==> config.mk <==
export PLATFORM = sky130hd
export DESIGN_NAME = card_dealer
export DESIGN_NICKNAME = d
export VERILOG_FILES = /design/src/rtl/dealer_pkg.sv /design/src/rtl/lfsr16.sv /design/src/rtl/card_dealer.sv
export SDC_FILE = /design/constraint.sdc
export NUM_CORES = 1
export LEC_CHECK = 0
export ABC_CLOCK_PERIOD_IN_PS = 7000
export CAP_MARGIN = 20
export CORE_UTILIZATION = 50
export CTS_CLUSTER_DIAMETER = 200
export DETAILED_ROUTE_END_ITERATION = 8
export HOLD_SLACK_MARGIN = 0.05
export PLACE_DENSITY_LB_ADDON = 0.3
export SETUP_SLACK_MARGIN = 0.4
export SLEW_MARGIN = 15
export SYNTH_ARGS = -nofsm -noshare
export SYNTH_HDL_FRONTEND = slang
export SYNTH_SLANG_ARGS = --single-unit
==> constraint.sdc <==
create_clock -name clock -period 7 [get_ports clock]
set_clock_uncertainty 0.1 [all_clocks]
set_input_delay 2.1 -clock clock [delete_from_list [all_inputs] [get_ports clock]]
set_output_delay 2.1 -clock clock [all_outputs]
set_load 0.005 [all_outputs]
==> src/rtl/dealer_pkg.sv <==
// dealer_pkg: shared constants, FSM state type and rank decoding for the card dealer.
package dealer_pkg;

    localparam int NUM_RANKS      = 13;
    localparam int CARDS_PER_DECK = 52;

    // Feedback taps q[15], q[13], q[12], q[10]: maximal-length 16-bit sequence.
    localparam logic [15:0] LFSR_TAPS = 16'hB400;

    typedef enum logic [1:0] {
        IDLE,
        FILL_P,
        FILL_D,
        SHUFFLE
    } state_e;

    // Ace counts as 1, pip cards as face value, J/Q/K as 10.
    function automatic logic [4:0] rank_to_value(input logic [3:0] rank);
        return (rank == 4'd0) ? 5'd1 : (rank <= 4'd9) ? {1'b0, rank} + 5'd1 : 5'd10;
    endfunction

endpackage

==> src/rtl/lfsr16.sv <==
// lfsr16: free-running 16-bit Fibonacci LFSR with a synchronised entropy bit mixed into feedback.
//   clock     : system clock
//   reset_n   : synchronous active-low reset, loads SEED (0 is replaced by 1)
//   entropy_i : asynchronous raw bit, double-flopped before use
//   state_o   : current LFSR value
module lfsr16
    import dealer_pkg::*;
#(
    parameter logic [15:0] SEED = 16'hACE1
) (
    input  logic        clock,
    input  logic        reset_n,
    input  logic        entropy_i,
    output logic [15:0] state_o
);

    localparam logic [15:0] SEED_EFF = (SEED == 16'h0000) ? 16'h0001 : SEED;

    logic [1:0]  sync_q;
    logic [15:0] lfsr_q, lfsr_d;

    assign lfsr_d  = {lfsr_q[14:0], ^(lfsr_q & LFSR_TAPS) ^ sync_q[1]};
    assign state_o = lfsr_q;

    always_ff @(posedge clock) begin
        if (!reset_n) begin
            sync_q <= 2'b00;
            lfsr_q <= SEED_EFF;
        end else begin
            sync_q <= {sync_q[0], entropy_i};
            lfsr_q <= lfsr_d;
        end
    end

endmodule

==> src/rtl/card_dealer.sv <==
// card_dealer: keeps one pre-drawn card per slot, drawn without replacement from a DECKS-deck shoe.
//   clock      : system clock
//   reset_n    : synchronous active-low reset
//   take_p     : pulse, player card consumed; refill player slot
//   take_d     : pulse, dealer card consumed; refill dealer slot
//   entropy    : raw asynchronous bit stirred into the LFSR
//   pcard      : player card value 1..10, 0 while pvalid=0
//   dcard      : dealer card value 1..10, 0 while dvalid=0
//   pvalid     : player slot holds a card
//   dvalid     : dealer slot holds a card
//   cards_left : cards remaining in the shoe, excluding both slots
//   reshuffled : one-cycle pulse when the shoe is refilled
module card_dealer
    import dealer_pkg::*;
#(
    parameter int          DECKS     = 1,
    parameter logic [15:0] LFSR_SEED = 16'hACE1
) (
    input  logic       clock,
    input  logic       reset_n,
    input  logic       take_p,
    input  logic       take_d,
    input  logic       entropy,
    output logic [4:0] pcard,
    output logic [4:0] dcard,
    output logic       pvalid,
    output logic       dvalid,
    output logic [7:0] cards_left,
    output logic       reshuffled
);

    localparam logic [3:0] RANK_FULL = 4'(4 * DECKS);
    localparam logic [7:0] SHOE_FULL = 8'(CARDS_PER_DECK * DECKS);

    state_e      state_q, state_d;
    state_e      ret_q, ret_d;
    logic [3:0]  cnt_q [NUM_RANKS];
    logic [3:0]  cnt_d [NUM_RANKS];
    logic [7:0]  left_q, left_d;
    logic [4:0]  pcard_q, pcard_d, dcard_q, dcard_d;
    logic        pvalid_q, pvalid_d, dvalid_q, dvalid_d;
    logic        resh_q, resh_d;
    logic        pend_p_q, pend_p_d, pend_d_q, pend_d_d;
    logic [15:0] lfsr;
    logic [3:0]  rank;
    logic        rank_ok;
    logic        unused_lfsr;

    lfsr16 #(.SEED(LFSR_SEED)) u_lfsr (
        .clock     (clock),
        .reset_n   (reset_n),
        .entropy_i (entropy),
        .state_o   (lfsr)
    );

    assign rank        = lfsr[3:0];
    assign unused_lfsr = ^lfsr[15:4];
    // Ranks 13..15 and exhausted ranks are rejected; the next cycle offers a new candidate.
    assign rank_ok     = (rank < 4'(NUM_RANKS)) && (cnt_q[rank] != 4'd0);

    assign pcard      = pcard_q;
    assign dcard      = dcard_q;
    assign pvalid     = pvalid_q;
    assign dvalid     = dvalid_q;
    assign cards_left = left_q;
    assign reshuffled = resh_q;

    always_comb begin
        state_d  = state_q;
        ret_d    = ret_q;
        cnt_d    = cnt_q;
        left_d   = left_q;
        pcard_d  = pcard_q;
        dcard_d  = dcard_q;
        pvalid_d = pvalid_q;
        dvalid_d = dvalid_q;
        resh_d   = 1'b0;
        // A take only counts against a slot that currently holds a card.
        pend_p_d = pend_p_q | (take_p & pvalid_q);
        pend_d_d = pend_d_q | (take_d & dvalid_q);
        case (state_q)
            IDLE: begin
                if (pend_p_d) begin
                    pvalid_d = 1'b0;
                    pcard_d  = 5'd0;
                end
                if (pend_d_d) begin
                    dvalid_d = 1'b0;
                    dcard_d  = 5'd0;
                end
                state_d  = pend_p_d ? FILL_P : (pend_d_d ? FILL_D : IDLE);
                pend_p_d = 1'b0;
                pend_d_d = 1'b0;
            end
            FILL_P, FILL_D: begin
                if (left_q == 8'd0) begin
                    state_d = SHUFFLE;
                    ret_d   = state_q;
                end else if (rank_ok) begin
                    cnt_d[rank] = cnt_q[rank] - 4'd1;
                    left_d      = left_q - 8'd1;
                    if (state_q == FILL_P) begin
                        pcard_d  = rank_to_value(rank);
                        pvalid_d = 1'b1;
                        state_d  = dvalid_q ? IDLE : FILL_D;
                    end else begin
                        dcard_d  = rank_to_value(rank);
                        dvalid_d = 1'b1;
                        state_d  = IDLE;
                    end
                end
            end
            SHUFFLE: begin
                // Slot cards stay out of play but are not subtracted from the fresh shoe.
                for (int i = 0; i < NUM_RANKS; i++) cnt_d[i] = RANK_FULL;
                left_d  = SHOE_FULL;
                resh_d  = 1'b1;
                state_d = ret_q;
            end
            default: state_d = FILL_P;
        endcase
    end

    always_ff @(posedge clock) begin
        if (!reset_n) begin
            state_q  <= FILL_P;
            ret_q    <= FILL_P;
            for (int i = 0; i < NUM_RANKS; i++) cnt_q[i] <= RANK_FULL;
            left_q   <= SHOE_FULL;
            pcard_q  <= 5'd0;
            dcard_q  <= 5'd0;
            pvalid_q <= 1'b0;
            dvalid_q <= 1'b0;
            resh_q   <= 1'b0;
            pend_p_q <= 1'b0;
            pend_d_q <= 1'b0;
        end else begin
            state_q  <= state_d;
            ret_q    <= ret_d;
            cnt_q    <= cnt_d;
            left_q   <= left_d;
            pcard_q  <= pcard_d;
            dcard_q  <= dcard_d;
            pvalid_q <= pvalid_d;
            dvalid_q <= dvalid_d;
            resh_q   <= resh_d;
            pend_p_q <= pend_p_d;
            pend_d_q <= pend_d_d;
        end
    end

endmodule

==> flow_metrics.tcl, run 1 <==
set metrics [dict create \
    fmax_mhz 214 \
    antenna_cells 0 \
    cp-end-kind "flop" \
    grtUsageTotal_pct 23.2 \
    dp_worst_setup_slack_ps 2030 \
    mostFrequentLayoutCells "dfxtp_1 (97), nor2_1 (44), and2_1 (35)" \
    power_density_mw_per_mm2 343 \
    synth_edf_count 0 \
    critPathKind "input port to flop" \
    io_buffer_count 25 \
    fin_crit_sh_pct 66.7 \
    fin_ws_ps 2330 \
    ios 26 \
    grt_pass1_wl_mm 17.7 \
    clock_path_buffers 2 \
    wl_per_cell_um 17.1 \
    synthCells 490 \
    period_needed_ps 4670 \
    leakagePower_nw 2.10 \
    cts_setup_buffers 0 \
    overflow 0 \
    cts_tree "yes" \
    clk_latency_ps 370 \
    die-area_mm2 0.00946 \
    syn_area_per_cell_um2 9.26 \
    rsz0062_at_grt "no" \
    nFillCells 785 \
    peakVddDrop_mv 0.234 \
    grt_max_degree 31 \
    slew_headroom_pct 33.2 \
    synth-seq-cells 97 \
    ys_warn_count 0 \
    drc 0 \
    vias_per_cell 5.93 \
    die_w_um 97.2 \
    tns_ps 0 \
    path_clk_slew_ps 90 \
    grt_pass1_vias 3541 \
    p_total_w 0.00174 \
    syn-num-nets 505 \
    die_y_um 97.2 \
    seq_area_frac_synth_pct 42.8 \
    setup_viol 0 \
    gp_congestion 0.861 \
    synth_top_area_cell "dfxtp_1" \
    dpl.hpwl_mm 7.16 \
    nets 519 \
    vias 3660 \
    layout_commonest_cell "dfxtp_1" \
    area_growth_pct 11.7 \
    worstSetupStartpointType "input port" \
    synthTopCellsByArea "dfxtp_1 (43%), a22o_1 (5.6%), and2_1 (4.8%)" \
    status "complete, no violations" \
    first_pass_iters 5 \
    antenna_found_initial 0 \
    ctsResizeCount 0 \
    cp.arrival_ps 4870 \
    clock_sinks 97 \
    async_flop_share_pct 0 \
    tightest_slew_ps 999 \
    dominantRegCellSynth "dfxtp_1" \
    synth_top_area_share_pct 42.8 \
    drv_cap 0 \
    synth_area_mm2 0.00454 \
    hold_buffers 0 \
    ant_nets 0 \
    num_rows 34 \
    min_path_type "flop to flop" \
    start_util_pct 51.8 \
    synth_cell_types 60 \
    core_area_mm2 0.00876 \
    slew_violations 0 \
    cts_root_buf "clkbuf_8" \
    cp.required_ps 7200 \
    drt-total-wl_mm 10.6 \
    worstPathMaxFanout 28 \
    cts_max_level 3 \
    drt_iter0_drc 246 \
    cts_buffers 9 \
    drive_gt1_share_pct 10.4 \
    hold_violations 0 \
]
## metrics by stage
stage,utilization (%),instance area [µm²],hold slack [ps],cells
2_1_floorplan,-,4540,286,490
3_3_place_gp,55.0,4820,292,600
3_5_place_dp,55.0,4820,300,600
4_1_cts,57.6,5050,327,616
5_1_grt,57.8,5060,343,617
6_report,57.8,5060,323,617
## synth_stat cells (2+ instances only)
cell type / count
xor2_1: 4
a22oi_1: 15
mux4_2: 2
or3_1: 5
o21a_1: 3
clkbuf_1: 17
nand2_1: 25
nor4_1: 2
a2bb2oi_1: 3
and2_1: 35
nor2_2: 6
o22ai_1: 5
a211oi_1: 2
mux2i_1: 16
a21oi_1: 25
a21o_1: 3
buf_1: 2
ha_1: 10
xnor2_1: 8
and3_1: 4
dfxtp_1: 97
o21ai_0: 15
buf_2: 3
o21bai_1: 2
inv_1: 24
a211o_1: 2
nand3b_1: 5
nor2b_1: 7
nor3_1: 7
nand3_1: 3
nand4_1: 3
a32o_1: 2
and2_0: 3
buf_4: 4
a22o_1: 29
mux2_2: 8
nor2_1: 44
a31o_2: 6
nand2b_1: 13
## state kept, by name, indices dropped and copies added (netlist names), 2 cells and up
signal / count
cards_left: 8
cnt_q: 52
dcard: 5
u_lfsr.sync_q: 2
ret_q: 2
pcard: 5
state_q: 2
u_lfsr.state_o: 16
## per-layer routing
layer	vias up	wire, µm	global-route usage [%]
li1	1762	-	-
met3	24	573	4.39
met1	1758	4840	30.2
met4	0	277	8.94
met5	-	0	0
met2	116	4880	38.0
## path summary, 6_finish.rpt
path                      from                end  slack (ps)  cells past startpoint
max                    reset_n          cnt_q[39]        2330                      6
min          u_lfsr.state_o[4]  u_lfsr.state_o[5]         320                      1
max reg2reg  u_lfsr.state_o[2]          cnt_q[10]        3090                     10
min reg2reg  u_lfsr.state_o[4]  u_lfsr.state_o[5]         320                      1
## cells by family (layout without fill, tap and decap cells)
kind of cell	count (synthesis)	in the layout	share of synthesized area [%]
buf+inv	51	70	4.80
xor+xnor	12	12	2.32
simple gates	167	167	19.6
flops	97	97	42.8
fa+ha+maj	10	10	2.76
mux	26	26	6.51
compound gates	127	127	21.2
## power breakdown
part	leakage, nW	switching, W	total (W)	internal (W)
combinational	1.20	0.000405	0.000659	0.000254
clock	0.115	0.000201	0.000415	0.000215
sequential	0.790	0.0000488	0.000662	0.000613
total	2.10	0.000654	0.00174	0.00108
## area by class of cell
class | count | area (µm²) | share of cell area (%)
Multi-Input combinational cell | 342 | 2380 | 47.0
Sequential cell | 97 | 1940 | 38.3
Timing Repair Buffer | 30 | 288 | 5.68
Clock buffer | 11 | 141 | 2.79
Tap cell | 108 | 135 | 2.67
Inverter | 24 | 90.1 | 1.78
Clock inverter | 5 | 86.3 | 1.70
## worst max-delay path, stage by stage
cell	delay, ps
clkdlybuf4s50_1	990
nand2_1	210
or3_1	400
nor2_1	770
and2_0	240
a22o_1	140
(Power assumes the default switching activity.)
==> run 2, diff against run 1 <==
--- a/config.mk
+++ b/config.mk
@@ -5,7 +5,7 @@
 export SDC_FILE = /design/constraint.sdc
 export NUM_CORES = 1
 export LEC_CHECK = 0
-export ABC_CLOCK_PERIOD_IN_PS = 7000
+export ABC_CLOCK_PERIOD_IN_PS = 4800
 export CAP_MARGIN = 20
 export CORE_UTILIZATION = 50
 export CTS_CLUSTER_DIAMETER = 200
==> constraint.sdc (replaced) <==
create_clock -name clock -period 4.8 [get_ports clock]
set_clock_uncertainty 0.1 [all_clocks]
set_input_delay 1.44 -clock clock [delete_from_list [all_inputs] [get_ports clock]]
set_output_delay 1.44 -clock clock [all_outputs]
set_load 0.005 [all_outputs]
==> run 2 against run 1 <==
  * Cell count rose by 0.65%
  * Non-clock buffer count rose by 4
  * Register-to-register slack got worse by 1900 ps
  * Largest power group is now combinational cells
  * Sequential share of layout area rose by 0.15 points
  * First-iteration DRC count rose by 12%
  * Wire length rose by 0.43%
  * Combinational power rose by 49%
  * Worst hold slack got worse by 5.2 ps
==> flow_metrics.tcl, run 2 (same netlist as run 1, synthesis figures left out) <==
set metrics [dict create \
    hold_violations 0 \
    die_y_um 97.2 \
    drive_gt1_share_pct 10.7 \
    period_needed_ps 3660 \
    p_int_w 0.00150 \
    start_util_pct 51.8 \
    antenna_cells 0 \
    io_buffer_count 25 \
    grt_pass1_wl_mm 17.8 \
    power_switching_w 0.000953 \
    mostFrequentLayoutCells "dfxtp_1 (97), nor2_1 (44), and2_1 (35)" \
    core_area_mm2 0.00876 \
    worstPathMaxFanout 23 \
    die_w_um 97.2 \
    clock_path_buffers 2 \
    num_rows 34 \
    fmax_mhz 273 \
    largest-register "cnt_q" \
    grtUsageTotal_pct 23.4 \
    cp-end-kind "flop" \
    antenna_found_initial 0 \
    drt-total-wl_mm 10.6 \
    path_clk_slew_ps 90 \
    dpl.hpwl_mm 7.24 \
    peakVddDrop_mv 0.372 \
    tns_ps 0 \
    drv_cap 0 \
    pwr-share-comb_pct 40.0 \
    worstSetupStartpointType "flop" \
    cts_buffers 9 \
    power_density_mw_per_mm2 486 \
    nets 523 \
    cp.required_ps 4950 \
    grt_pass1_vias 3532 \
    leakagePower_nw 2.10 \
    setup_viol 0 \
    cts_root_buf "clkbuf_8" \
    critPathKind "flop to flop" \
    hold_buffers 0 \
    switching_share_pct 38.9 \
    grt_max_degree 31 \
    largest_reg_flops 52 \
    area_growth_pct 11.2 \
    rsz0062_at_grt "no" \
    clock_sinks 97 \
    status "complete, no violations" \
    tightest_slew_ps 1070 \
    cts_setup_buffers 0 \
    slowest_delay_ps 840 \
    ctsResizeCount 0 \
    vias_per_cell 5.90 \
    vias 3664 \
    overflow 0 \
    ios 26 \
    p_total_w 0.00245 \
    drc 0 \
    cp.arrival_ps 3810 \
    gp_congestion 0.859 \
    clk_latency_ps 370 \
    drt_iter0_drc 276 \
    wl_per_cell_um 17.1 \
    fin_crit_sh_pct 76.2 \
    first_pass_iters 5 \
    worstPathCellList "nor3b_1 -> a21oi_1 -> nand2_1 -> inv_1 -> ha_1 -> inv_1 -> o311ai_4 -> a2111oi_0 -> xnor2_1 -> nand2_1" \
    pwr-share-seq_pct 39.5 \
    min_path_type "flop to flop" \
    layout_commonest_cell "dfxtp_1" \
    cts_tree "yes" \
    cts_max_level 3 \
    slew_headroom_pct 28.7 \
    pwr-share-clk_pct 20.5 \
    crit_slowest_cell "dfxtp_1" \
    die-area_mm2 0.00946 \
    slew_violations 0 \
    ant_nets 0 \
]
==> run 2: changes by cell type in the layout (fill, tap and decap cells not counted), sizes merged <==
cell      change
buf           +4
clkinv        +1
clkbuf        +2
bufinv        -2
clkinvlp      +1
inv           -2
==> run 2: power by group through the flow <==
stage / registers, W / logic [W] / clock network (W)
2_1_floorplan: 0.000964 / 0.000699 / 0
3_3_place_gp: 0.000982 / 0.000946 / 0
3_5_place_dp: 0.000983 / 0.000962 / 0
4_1_cts: 0.000966 / 0.000968 / 0.000507
5_1_grt: 0.000978 / 0.00107 / 0.000538
6_report: 0.000968 / 0.000981 / 0.000502
==> run 2: metal layers <==
| layer | share of wire [%] | wire length, µm | GRT usage (%) | vias up |
|---|---|---|---|---|
| met5 | 0 | 0 | 0 | - |
| li1 | - | - | - | 1764 |
| met2 | 46 | 4920 | 37.5 | 110 |
| met4 | 2.2 | 237 | 10.3 | 0 |
| met3 | 4.2 | 450 | 3.38 | 19 |
| met1 | 47 | 5010 | 31.3 | 1771 |
==> run 2: final cells by class <==
cell class	instances	area (µm²)
inverter	24	90.1
timing repair buffer	34	318
clock buffer	13	159
multi-input combinational	342	2380
tap	108	135
clock inverter	3	25.0
sequential	97	1940
fill	815	3720
==> run 2: worst paths after layout <==
path	start	end	slack [ps]	cells past startpoint
max	u_lfsr.state_o[2]	cards_left[5]	1140	10
min	u_lfsr.state_o[6]	u_lfsr.state_o[7]	320	1
max reg2reg	u_lfsr.state_o[2]	cards_left[5]	1140	10
min reg2reg	u_lfsr.state_o[6]	u_lfsr.state_o[7]	320	1
==> run 2: through the flow <==
step	hold slack, ps	area, µm²	cells	utilization, %	setup WS, ps
after floorplan	286	4540	490	-	1830
after global placement	292	4860	605	55.5	1050
after detailed placement	301	4860	605	55.5	962
after CTS	322	5040	621	57.6	1200
after global routing	340	5040	621	57.6	826
final	318	5040	621	57.6	1140
==> run 2: worst max-delay path: cells and delay by family, from the launching register on <==
| kind | cells | cell delay [ps] |
|---|---|---|
| DFF | 1 | 840 |
| AOI/OAI and AO/OA | 3 | 1170 |
| and+or+nand+nor | 3 | 790 |
| buffers and inverters | 2 | 250 |
| xor gates and xnor gates | 1 | 190 |
| adders and majority gates | 1 | 200 |
